===== config.mk =====
export PLATFORM = sky130hd
export DESIGN_NAME = stage_sequencer_flat
export DESIGN_NICKNAME = d
export VERILOG_FILES = /design/src/rtl/stage_sequencer_if.sv /design/src/rtl/stage_sequencer.sv /design/src/flat_wrapper.sv
export SDC_FILE = /design/constraint.sdc
export NUM_CORES = 1
export LEC_CHECK = 0
export CELL_PAD_IN_SITES_DETAIL_PLACEMENT = 1
export CELL_PAD_IN_SITES_GLOBAL_PLACEMENT = 1
export CORE_AREA = 2 2 61 63
export CTS_BUF_LIST = sky130_fd_sc_hd__clkbuf_4
export DETAILED_ROUTE_END_ITERATION = 7
export DIE_AREA = 0 0 63 65
export GPL_TIMING_DRIVEN = 0
export PLACE_DENSITY = 0.85
export SLEW_MARGIN = 25
export SYNTH_ARGS = -nofsm -noshare
export SYNTH_HDL_FRONTEND = slang
export SYNTH_SLANG_ARGS = --single-unit

===== constraint.sdc =====
create_clock -name i_clk -period 3.93 [get_ports i_clk]
set_input_delay 0.393 -clock i_clk [delete_from_list [all_inputs] [get_ports i_clk]]
set_output_delay 0.393 -clock i_clk [all_outputs]
set_load 0.02 [all_outputs]

===== src/rtl/stage_sequencer_if.sv =====
// Control/status bundle between a sequencer client and stage_sequencer.
// The client drives the run/step/stall/halt requests; the sequencer returns stage status.
interface stage_sequencer_if #(
    parameter int unsigned ICOUNT_W = 16
);
    logic                run;
    logic                step;
    logic                mem_wait;
    logic                halt_req;
    logic [2:0]          stage;
    logic                new_instr;
    logic                busy_c;
    logic                halted;
    logic [ICOUNT_W-1:0] instr_count;

    modport master (
        output run, step, mem_wait, halt_req,
        input  stage, new_instr, busy_c, halted, instr_count
    );

    modport slave (
        input  run, step, mem_wait, halt_req,
        output stage, new_instr, busy_c, halted, instr_count
    );
endinterface


===== src/rtl/stage_sequencer.sv =====
// Five-stage instruction sequencer: walks fetch..write-back under run/step control,
// stalls fetch and memory on mem_wait, retires and counts instructions, and latches HALT.
module stage_sequencer #(
    parameter int unsigned ICOUNT_W = 16
) (
    input  logic              i_clk,
    input  logic              i_rst_n,
    stage_sequencer_if.slave  bus
);

    localparam int unsigned STATE_W = 2;
    localparam int unsigned STAGE_W = 3;

    localparam logic [STATE_W-1:0] S_IDLE   = 2'd0;
    localparam logic [STATE_W-1:0] S_RUN    = 2'd1;
    localparam logic [STATE_W-1:0] S_STEP   = 2'd2;
    localparam logic [STATE_W-1:0] S_HALTED = 2'd3;

    localparam logic [STAGE_W-1:0] STG_NONE  = 3'd0;
    localparam logic [STAGE_W-1:0] STG_FETCH = 3'd1;
    localparam logic [STAGE_W-1:0] STG_DEC   = 3'd2;
    localparam logic [STAGE_W-1:0] STG_EXE   = 3'd3;
    localparam logic [STAGE_W-1:0] STG_MEM   = 3'd4;
    localparam logic [STAGE_W-1:0] STG_WB    = 3'd5;

    logic [STATE_W-1:0]  r_state;
    logic [STAGE_W-1:0]  r_stage;
    logic                r_new_instr;
    logic                r_halted;
    logic                r_halt_pending;
    logic                r_armed;
    logic [ICOUNT_W-1:0] r_instr_count;

    logic [STATE_W-1:0]  w_state_nxt;
    logic [STAGE_W-1:0]  w_stage_nxt;
    logic                w_pending_nxt;
    logic                w_retire;
    logic                w_halt_seen;

    // HALT is only meaningful once the instruction has been fetched (stages 2..5)
    assign w_halt_seen = bus.halt_req && (r_stage >= STG_DEC) && (r_stage <= STG_WB);

    // State register; r_armed holds off any fetch until the first edge after reset
    always_ff @(posedge i_clk or negedge i_rst_n) begin
        if (!i_rst_n) begin
            r_state        <= S_IDLE;
            r_stage        <= STG_NONE;
            r_new_instr    <= 1'b0;
            r_halted       <= 1'b0;
            r_halt_pending <= 1'b0;
            r_armed        <= 1'b0;
            r_instr_count  <= '0;
        end else begin
            r_state        <= w_state_nxt;
            r_stage        <= w_stage_nxt;
            r_new_instr    <= (w_stage_nxt == STG_FETCH) && (r_stage != STG_FETCH);
            r_halted       <= (w_state_nxt == S_HALTED);
            r_halt_pending <= w_pending_nxt;
            r_armed        <= 1'b1;
            if (w_retire) begin
                r_instr_count <= r_instr_count + ICOUNT_W'(1);
            end
        end
    end

    // Next-state and stage-advance logic
    always_comb begin
        w_state_nxt   = r_state;
        w_stage_nxt   = r_stage;
        w_pending_nxt = r_halt_pending;
        w_retire      = 1'b0;

        case (r_state)
            S_IDLE: begin
                w_pending_nxt = 1'b0;
                if (r_armed) begin
                    if (bus.run) begin
                        w_state_nxt = S_RUN;
                        w_stage_nxt = STG_FETCH;
                    end else if (bus.step) begin
                        w_state_nxt = S_STEP;
                        w_stage_nxt = STG_FETCH;
                    end
                end
            end

            S_RUN, S_STEP: begin
                w_pending_nxt = r_halt_pending || w_halt_seen;
                case (r_stage)
                    STG_FETCH: if (!bus.mem_wait) w_stage_nxt = STG_DEC;
                    STG_DEC:   w_stage_nxt = STG_EXE;
                    STG_EXE:   w_stage_nxt = STG_MEM;
                    STG_MEM:   if (!bus.mem_wait) w_stage_nxt = STG_WB;
                    STG_WB: begin
                        // Retirement: halt beats single-step beats continued run
                        w_retire      = 1'b1;
                        w_pending_nxt = 1'b0;
                        if (r_halt_pending || w_halt_seen) begin
                            w_state_nxt = S_HALTED;
                            w_stage_nxt = STG_NONE;
                        end else if (r_state == S_STEP) begin
                            w_state_nxt = S_IDLE;
                            w_stage_nxt = STG_NONE;
                        end else if (bus.run) begin
                            w_stage_nxt = STG_FETCH;
                        end else begin
                            w_state_nxt = S_IDLE;
                            w_stage_nxt = STG_NONE;
                        end
                    end
                    default: begin
                        w_state_nxt   = S_IDLE;
                        w_stage_nxt   = STG_NONE;
                        w_pending_nxt = 1'b0;
                    end
                endcase
            end

            S_HALTED: begin
                w_stage_nxt   = STG_NONE;
                w_pending_nxt = 1'b0;
            end

            default: begin
                w_state_nxt   = S_IDLE;
                w_stage_nxt   = STG_NONE;
                w_pending_nxt = 1'b0;
            end
        endcase
    end

    assign bus.stage       = r_stage;
    assign bus.new_instr   = r_new_instr;
    assign bus.busy_c      = (r_stage != STG_NONE);
    assign bus.halted      = r_halted;
    assign bus.instr_count = r_instr_count;

endmodule


===== src/flat_wrapper.sv =====
// flat-port wrapper written by rule: the top's interface ports become plain ports
module stage_sequencer_flat 
#(
    parameter int unsigned ICOUNT_W = 16
)
  (i_clk, i_rst_n, bus_run, bus_step, bus_mem_wait, bus_halt_req, bus_stage, bus_new_instr, bus_busy_c, bus_halted, bus_instr_count);
  stage_sequencer_if #(.ICOUNT_W(ICOUNT_W)) bus_i ();
  input  logic i_clk;
  input  logic i_rst_n;
  input wire logic [$bits(bus_i.run)-1:0] bus_run;
  input wire logic [$bits(bus_i.step)-1:0] bus_step;
  input wire logic [$bits(bus_i.mem_wait)-1:0] bus_mem_wait;
  input wire logic [$bits(bus_i.halt_req)-1:0] bus_halt_req;
  output wire logic [$bits(bus_i.stage)-1:0] bus_stage;
  output wire logic [$bits(bus_i.new_instr)-1:0] bus_new_instr;
  output wire logic [$bits(bus_i.busy_c)-1:0] bus_busy_c;
  output wire logic [$bits(bus_i.halted)-1:0] bus_halted;
  output wire logic [$bits(bus_i.instr_count)-1:0] bus_instr_count;
  assign bus_i.run = bus_run;
  assign bus_i.step = bus_step;
  assign bus_i.mem_wait = bus_mem_wait;
  assign bus_i.halt_req = bus_halt_req;
  assign bus_stage = bus_i.stage;
  assign bus_new_instr = bus_i.new_instr;
  assign bus_busy_c = bus_i.busy_c;
  assign bus_halted = bus_i.halted;
  assign bus_instr_count = bus_i.instr_count;
  stage_sequencer #(.ICOUNT_W(ICOUNT_W)) u_core (.i_clk(i_clk), .i_rst_n(i_rst_n), .bus(bus_i));
endmodule

==> results of run 1 <==
[cell families (layout without fill, tap and decap cells)]
| kind of cell | after synthesis | after routing | share of synthesized area [%] |
|---|---|---|---|
| and+or+nand+nor | 49 | 49 | 22.3 |
| DFF | 25 | 25 | 46.9 |
| AOI/OAI and AO/OA | 22 | 22 | 11.1 |
| xor gates and xnor gates | 15 | 15 | 9.86 |
| buffers and inverters | 9 | 40 | 3.10 |
| adders and majority gates | 6 | 6 | 5.63 |
| other | 1 | 1 | 0.281 |
| muxes | 1 | 1 | 0.845 |
[final timing paths]
kind | cells after the start | startpoint | slack, ps | end
max in group asynchronous | 1 | i_rst_n | 3510 | u_core.bus.instr_count[13]
max | 3 | u_core.bus.stage[2] | 1620 | bus_busy_c
min reg2reg | 1 | u_core.bus.instr_count[15] | 480 | u_core.bus.instr_count[15]
min | 1 | i_rst_n | 50 | u_core.bus.instr_count[7]
min in group i_clk | 1 | u_core.bus.instr_count[15] | 480 | u_core.bus.instr_count[15]
max reg2reg | 8 | u_core.r_state[1] | 1970 | u_core.bus.instr_count[11]
[flip-flops by register name, summed over array words and instances, names as in the netlist]
name                    flops
u_core.r_halt_pending       1
u_core.bus.halted           1
u_core.bus.stage            3
u_core.bus.instr_count     16
u_core.bus.new_instr        1
u_core.r_state              2
u_core.r_armed              1
[layout by cell type, fill, tap and decap left out, types with 2 or more instances in the layout]
cell type        Yosys  final
nand4_1              2      2
nor2_1               3      3
clkbuf_4             0      4
nand2b_1             2      2
o2111ai_1            2      2
and3_1               4      4
dfrtp_1             25     25
clkdlybuf4s50_1      0     26
xnor2_1             12     12
o21ai_1              3      3
nand3_1              6      6
nor2b_1              3      3
buf_2                3      4
nand2_1             14     14
nor4b_1              2      2
a21o_1               2      2
a21oi_1              3      3
o22ai_1              2      2
nand3b_1             2      2
inv_1                3      3
xor2_1               3      3
ha_1                 6      6
o21ai_0              3      3
inv_2                2      2
[per-layer routing]
layer	GRT usage [%]	routed length, um
met1	19.3	1320
met2	31.4	1600
met3	2.43	98
met4	3.61	31
met5	0	0
[where the power goes]
part	switching [mW]	total (mW)	internal [mW]
Sequential	0.0264	0.307	0.281
Combinational	0.147	0.263	0.116
Clock	0.0739	0.120	0.0465
Total	0.248	0.691	0.443
[stage by stage]
stage | hold slack, ps | cell area, um2 | instances
4_1_cts | 63.4 | 1690 | 207
2_1_floorplan | 97.4 | 1330 | 128
5_1_grt | 75.5 | 1690 | 207
6_report | 53.8 | 1690 | 207
3_3_place_gp | 461 | 1660 | 203
3_5_place_dp | 423 | 1660 | 203
[Yosys cell counts (2+ instances only)]
| cell type | count |
|---|---|
| o21ai_0 | 3 |
| nand2b_1 | 2 |
| inv_2 | 2 |
| nand3_1 | 6 |
| o21ai_1 | 3 |
| a21o_1 | 2 |
| xor2_1 | 3 |
| xnor2_1 | 12 |
| a21oi_1 | 3 |
| nor4b_1 | 2 |
| dfrtp_1 | 25 |
| nor2_1 | 3 |
| nand3b_1 | 2 |
| o2111ai_1 | 2 |
| o22ai_1 | 2 |
| nand2_1 | 14 |
| nor2b_1 | 3 |
| and3_1 | 4 |
| inv_1 | 3 |
| nand4_1 | 2 |
| ha_1 | 6 |
| buf_2 | 3 |
[layout make-up]
type / count / area [um2] / area share [%]
Clock buffer: 4 / 30.0 / 1.78
Multi-Input combinational cell: 94 / 666 / 39.4
Inverter: 5 / 18.8 / 1.11
Tap cell: 48 / 60.1 / 3.56
Buffer: 4 / 22.5 / 1.33
Timing Repair Buffer: 27 / 265 / 15.7
Sequential cell: 25 / 626 / 37.1
==> impl_metrics.tcl, run 1 <==
set metrics [dict create \
    outcome "completed" \
    clk_pin_slew_worst_paths_ps 130 \
    synth_area_leaders "dfrtp_1, xnor2_1, ha_1, nand2_1, nand3_1" \
    globalRouteTotalUtil_pct 16.4 \
    wl_um 3060 \
    worst_pin_slew_ps 561 \
    vias_per_cell 5.14 \
    dpl.hpwl_um 2410 \
    min_period_ps 2310 \
    gp_congestion 0.851 \
    dr.first_iter.drc_count 61 \
    die_y_um 65 \
    grt_pass1_wl_um 5380 \
    leakage_nw 0.768 \
    hold_viol 0 \
    critical_path.endpoint_type "output pin" \
    grt_pass1_vias 1152 \
    ys_types 43 \
    crit_buf_inv 2 \
    grt_max_degree 26 \
    rsz0062_at_grt "no" \
    cts-root-buf "clkbuf_4" \
    critPathRequiredTime_ps 3540 \
    crit_arrival_ps 1920 \
    yosys_warnings 0 \
    startpoint_type "flop" \
    rows 22 \
    crit_type "reg2out" \
    worst_slack_ps 1620 \
    setup_violations 0 \
    final_nets 172 \
    cp_max_fo 10 \
    slowest_delay_ps 580 \
    synth_area_leader_cell "dfrtp_1" \
    netlist_area_um2 1330 \
    relSlewSlack_pct 62.6 \
    clock.fmax_mhz 432 \
    postLayoutCoreUtil_pct 48.3 \
    antenna_found_initial 0 \
    hold_class "in2async" \
    async_flop_share_pct 100 \
    syn-num-nets 140 \
    drive_above_1_share_pct 8.81 \
    port_buffers 27 \
    powerDensity_nw_per_um2 409 \
    postRouteAntennaNets 0 \
    peakVddDrop_mv 0.225 \
    clk_path_buf_depth 2 \
    post_cts_buffers 0 \
    crit_chain "buf_2, or3_1, clkdlybuf4s50_1" \
    overflow 0 \
    synth_cells 128 \
    cap_violations 0 \
    htreeDepth 1 \
    finalClockSkew_ps 3.18 \
    synth_top_area_share_pct 46.9 \
    cts_buffers 3 \
    slew_violations 0 \
    totalNegativeSetupSlack_ps 0 \
    worstSkewPairLatency_ps 310 \
    cts-resized-gates 0 \
    synth-edff-count 0 \
    fp.dieW_um 63 \
    ioPinCount 28 \
    initial_core_util_pct 38.1 \
    area_delta_synth_final_pct 26.7 \
    coreArea_um2 3500 \
    first_pass_iters 4 \
    dominantRegCellSynth "dfrtp_1" \
    cp_top_family "buffers and inverters" \
    vias 1064 \
    clock_sinks 25 \
    slowest_stage "clkdlybuf4s50_1" \
    nFillCells 418 \
    fin_crit_sh_pct 58.8 \
    n_antenna_cell 0 \
    ys_seq_area_share_pct 46.9 \
    finalPower_mw 0.691 \
    place_ws_ps 1980 \
    ys_ff_latch 25 \
    cts_hold_buf 0 \
    fp.dieArea_um2 4100 \
    avgSynthCellArea_um2 10.4 \
    drc_errors 0 \
    wire_per_inst_um 14.8 \
    cts_tree "done" \
]
Note: power is estimated with default switching activity, not from simulation.
==> run 2: changes to the inputs <==
CORE_AREA = 2 2 64 66   (was 2 2 61 63)
DIE_AREA = 0 0 66 68   (was 0 0 63 65)
PLACE_DENSITY = 0.81   (was 0.85)
clock period = 2.11 ns   (was 3.93 ns; I/O delays follow)
==> run 2 against run 1 <==
Compared with the run above:
- wire length grew 0.79%
- clock skew grew 5.1 ps
- non-clock buffer count increased by 2
- sequential power is 84% higher
- sequential share of layout area fell by 0.41 points
- combinational power rose by 90%
- largest cell class unchanged
==> impl_metrics.tcl, run 2 (synthesized netlist as in run 1, its figures left out) <==
set metrics [dict create \
    cp_max_fo 10 \
    setup_violations 0 \
    cp_common_cell "o21ai_1" \
    outcome "completed" \
    final_nets 174 \
    slowest_delay_ps 520 \
    grt_pass1_vias 1162 \
    cts_buffers 3 \
    area_delta_synth_final_pct 28.1 \
    hold_viol 0 \
    cp_top_family "flip-flops" \
    crit_chain "buf_2, inv_2, ha_1, o21ai_1, nand2b_1, o21ai_1, a21o_1" \
    worst_pin_slew_ps 590 \
    cts-root-buf "clkbuf_4" \
    antenna_found_initial 0 \
    drive_above_1_share_pct 9.32 \
    rsz0062_at_grt "no" \
    postRouteAntennaNets 0 \
    crit_type "reg2reg" \
    coreArea_um2 3860 \
    gp_congestion 0.838 \
    powerDensity_nw_per_um2 761 \
    placed_area_um2 1660 \
    cap_violations 0 \
    peakVddDrop_mv 0.310 \
    crit_arrival_ps 2150 \
    nFillCells 461 \
    fin_crit_sh_pct 91.0 \
    grt_max_degree 26 \
    fp.dieArea_um2 4490 \
    worstSkewPairLatency_ps 320 \
    drc_errors 0 \
    wl_um 3080 \
    port_buffers 27 \
    globalRouteTotalUtil_pct 15.4 \
    initial_core_util_pct 34.6 \
    htreeDepth 1 \
    vias_per_cell 5.23 \
    dr.first_iter.drc_count 29 \
    ioPinCount 28 \
    cts_tree "done" \
    post-route-cell-area_um2 1710 \
    vias 1104 \
    finalClockSkew_ps 8.26 \
    leakage_nw 0.779 \
    clk_pin_slew_worst_paths_ps 140 \
    critical_path.endpoint_type "flop" \
    clk_path_buf_depth 2 \
    dpl.hpwl_um 2340 \
    min_period_ps 1920 \
    clock_sinks 25 \
    grt_pass1_wl_um 5270 \
    hold_class "in2async" \
    rows 23 \
    startpoint_type "flop" \
    slew_violations 0 \
    wire_per_inst_um 14.6 \
    n_antenna_cell 0 \
    fp.dieW_um 66 \
    crit_buf_inv 2 \
    largest_register_ffs 16 \
    clock.fmax_mhz 521 \
    totalNegativeSetupSlack_ps 0 \
    relSlewSlack_pct 60.7 \
    final_cell_mix "clkdlybuf4s50_1, dfrtp_1, nand2_1" \
    critPathRequiredTime_ps 2340 \
    first_pass_iters 4 \
    die_y_um 68 \
    overflow 0 \
    slowest_stage "dfrtp_1" \
]
==> run 2: what timing repair did <==
item                                    CTS  global route
setup buffers                             0             1
endpoints found under the setup margin    1             2
endpoints found under the hold margin    25             0
gates resized for setup                   1             0
hold buffers                              1             0
==> run 2: stage by stage <==
stage | total power, mW | cells | setup slack (ps) | util, % | hold slack, ps
2_1_floorplan | 0.888 | 128 | 336 | - | -84.6
3_3_place_gp | 1.04 | 205 | 240 | 43.2 | 461
3_5_place_dp | 1.07 | 205 | 137 | 43.1 | 250
4_1_cts | 1.30 | 210 | 111 | 44.1 | 418
5_1_grt | 1.38 | 211 | 13.4 | 44.3 | 466
6_report | 1.30 | 211 | 190 | 44.3 | 400
==> run 2: power by group <==
part / internal [mW] / leakage (nW) / switching [mW]
clock: 0.0868 / 0.0184 / 0.147
combinational: 0.218 / 0.419 / 0.282
sequential: 0.523 / 0.342 / 0.0425
total: 0.828 / 0.779 / 0.471
==> run 2: metal layers <==
layer  wire length [um]  share of wire [%]  global-route usage [%]
met1               1280                 41                    18.3
met2               1630                 53                    28.7
met4                 34                1.1                    5.10
met5                  0                  0                       0
met3                137                4.4                    2.30
==> run 2: final cells by class <==
class / instances / area [um2] / share of cell area, %
buffer: 4 / 22.5 / 1.32
clock buffer: 4 / 30.0 / 1.76
inverter: 5 / 18.8 / 1.10
multi-input combinational: 94 / 666 / 39.0
sequential: 25 / 626 / 36.7
tap: 50 / 62.6 / 3.67
timing repair buffer: 29 / 282 / 16.5
==> run 2: worst paths after layout <==
kind,startpoint,endpoint,slack [ps],cells past startpoint
worst min-delay path,i_rst_n,u_core.bus.instr_count[8],400,2
worst max register to register,u_core.bus.stage[1],u_core.bus.stage[1],190,7
min in group i_clk,u_core.bus.instr_count[11],u_core.bus.instr_count[11],510,1
max in group asynchronous,i_rst_n,u_core.r_armed,1320,2
worst max-delay path,u_core.bus.stage[1],u_core.bus.stage[1],190,7
worst min register to register,u_core.bus.instr_count[11],u_core.bus.instr_count[11],510,1
==> run 2: worst register-to-register path: cells and delay by family (launching register included) <==
| kind | cells | cell delay (ps) |
|---|---|---|
| compound gates | 3 | 480 |
| fa+ha+maj | 1 | 300 |
| buf+inv | 2 | 330 |
| flops | 1 | 520 |
| simple gates | 1 | 200 |
==> run 3: changes to the inputs <==
CORE_AREA = 2 2 61 63   (was 2 2 64 66)
DIE_AREA = 0 0 63 65   (was 0 0 66 68)
DONT_BUFFER_PORTS = 1   (was unset)
HOLD_SLACK_MARGIN = 0.02   (was unset)
PLACE_DENSITY = 0.74   (was 0.81)
==> run 3 against run 2 <==
Compared with the run above:
- final area down 15%
- critical path type unchanged
- final cell count decreased by 14%
- sequential share of layout area grew 6.4 points
==> impl_metrics.tcl, run 3 (synthesized netlist as in run 1, its figures left out) <==
set metrics [dict create \
    reg2reg_depth 8 \
    dr.first_iter.drc_count 9 \
    startpoint_type "flop" \
    final_nets 147 \
    clock.fmax_mhz 512 \
    fp.dieW_um 63 \
    vias_per_cell 5.34 \
    grt_max_degree 26 \
    totalNegativeSetupSlack_ps 0 \
    cts_tree "done" \
    place_ws_ps 150 \
    final_common_cell "dfrtp_1" \
    leakage_nw 0.683 \
    port_buffers 0 \
    wl_um 2710 \
    overflow 0 \
    clk_pin_slew_worst_paths_ps 140 \
    die_y_um 65 \
    grt_pass1_vias 1059 \
    postRouteAntennaNets 0 \
    globalRouteTotalUtil_pct 14.6 \
    postLayoutCoreUtil_pct 41.7 \
    initial_core_util_pct 38.1 \
    reg2reg_setup_slack_ps 160 \
    vias 971 \
    dpl.hpwl_um 2060 \
    rows 22 \
    critical_path.endpoint_type "flop" \
    antenna_found_initial 0 \
    htreeDepth 1 \
    holdCritStartpoint "bus_mem_wait" \
    gp_congestion 0.884 \
    min_period_ps 1950 \
    clk_path_buf_depth 2 \
    fp.dieArea_um2 4100 \
    peakVddDrop_mv 0.333 \
    wire_per_inst_um 14.9 \
    crit_arrival_ps 2160 \
    area_delta_synth_final_pct 9.39 \
    whs_path_depth 2 \
    largest_register_ffs 16 \
    nFillCells 397 \
    crit_type "reg2reg" \
    reg2reg_to "u_core.bus.instr_count[11]" \
    hold_viol 0 \
    worstSkewPairLatency_ps 310 \
    ioPinCount 28 \
    coreArea_um2 3500 \
    powerDensity_nw_per_um2 833 \
    first_pass_iters 2 \
    drc_errors 0 \
    cap_violations 0 \
    holdPathEnd "u_core.bus.stage[1]" \
    cts-root-buf "clkbuf_4" \
    clock_sinks 25 \
    drive_above_1_share_pct 12.7 \
    grt_pass1_wl_um 4820 \
    finalClockSkew_ps 3.57 \
    cts_buffers 3 \
    worst_slack_ps 157 \
    n_antenna_cell 0 \
    setup_violations 0 \
    final_cell_mix "dfrtp_1, nand2_1, xnor2_1" \
    cp_max_fo 7 \
    hold_class "in2reg" \
    rsz0062_at_grt "no" \
    fin_crit_sh_pct 92.6 \
    critPathRequiredTime_ps 2320 \
    post_cts_buffers 0 \
    rr_startpoint "u_core.r_state[1]" \
    outcome "completed" \
    slew_violations 0 \
]
==> run 3: cell types whose count changed in the layout (fill, tap and decap cells not counted), sizes merged <==
| cell | change |
|---|---|
| buf | -1 |
| dlygate4sd2 | -1 |
| clkdlybuf4s50 | -25 |
==> run 3: worst max-delay path by stage <==
stage | startpoint | to | slack, ps | cells after the start
after CTS | u_core.bus.stage[1] | u_core.bus.stage[1] | 110 | 7
after detailed placement | u_core.bus.stage[1] | u_core.bus.stage[1] | 150 | 7
after global routing | u_core.r_state[1] | u_core.bus.instr_count[11] | 8 | 8
after floorplan | u_core.bus.stage[1] | u_core.bus.stage[1] | 340 | 7
final | u_core.r_state[1] | u_core.bus.instr_count[11] | 160 | 8
after global placement | u_core.bus.stage[1] | u_core.bus.stage[1] | 150 | 7
==> run 3: report_power, final <==
part / internal (mW) / total, mW / leakage (nW) / switching, mW
Clock: 0.0867 / 0.228 / 0.0184 / 0.142
Sequential: 0.523 / 0.609 / 0.338 / 0.0862
Combinational: 0.153 / 0.376 / 0.326 / 0.224
Total: 0.762 / 1.21 / 0.683 / 0.451
==> run 3: what timing repair did <==
action                     in CTS  in global routing
setup endpoints to repair       0                  3
hold buffers                    2                  0
hold endpoints to repair       25                  0
gates resized for setup         0                  3
==> run 3: worst max-delay path, cell delays in order, from the launching register on <==
cell and delay, ps:
dfrtp_1 440, inv_1 90, ha_1 340, and4b_1 210, buf_4 160, nand4_4 150, nor2_4 190, nand3_1 110
xnor2_1 150
==> run 3: final cells by class <==
| cell class | instances | area, um2 | share of cell area [%] |
|---|---|---|---|
| inverters | 5 | 18.8 | 1.29 |
| repair buffers | 2 | 30.0 | 2.06 |
| plain buffers | 4 | 22.5 | 1.55 |
| well taps | 48 | 60.1 | 4.12 |
| flip-flops and latches | 25 | 628 | 43.1 |
| clock buffers | 4 | 30.0 | 2.06 |
| multi-input cells | 94 | 668 | 45.8 |
==> run 3: stage by stage <==
| step | area (um2) | cells | hold slack [ps] | power (mW) |
|---|---|---|---|---|
| floorplan | 1330 | 128 | -84.6 | 0.888 |
| global placement | 1390 | 176 | -84.0 | 0.958 |
| detailed placement | 1390 | 176 | -84.1 | 0.972 |
| CTS | 1450 | 182 | 69.2 | 1.22 |
| global route | 1460 | 182 | 65.7 | 1.30 |
| finish | 1460 | 182 | 77.0 | 1.21 |
==> run 3: metal layers <==
layer,track usage [%],share of wire (%),vias up
li1,-,-,460
met1,15.7,41,485
met2,27.7,52,24
met3,4.86,6.3,2
met4,3.33,0.26,0
met5,0,0,-
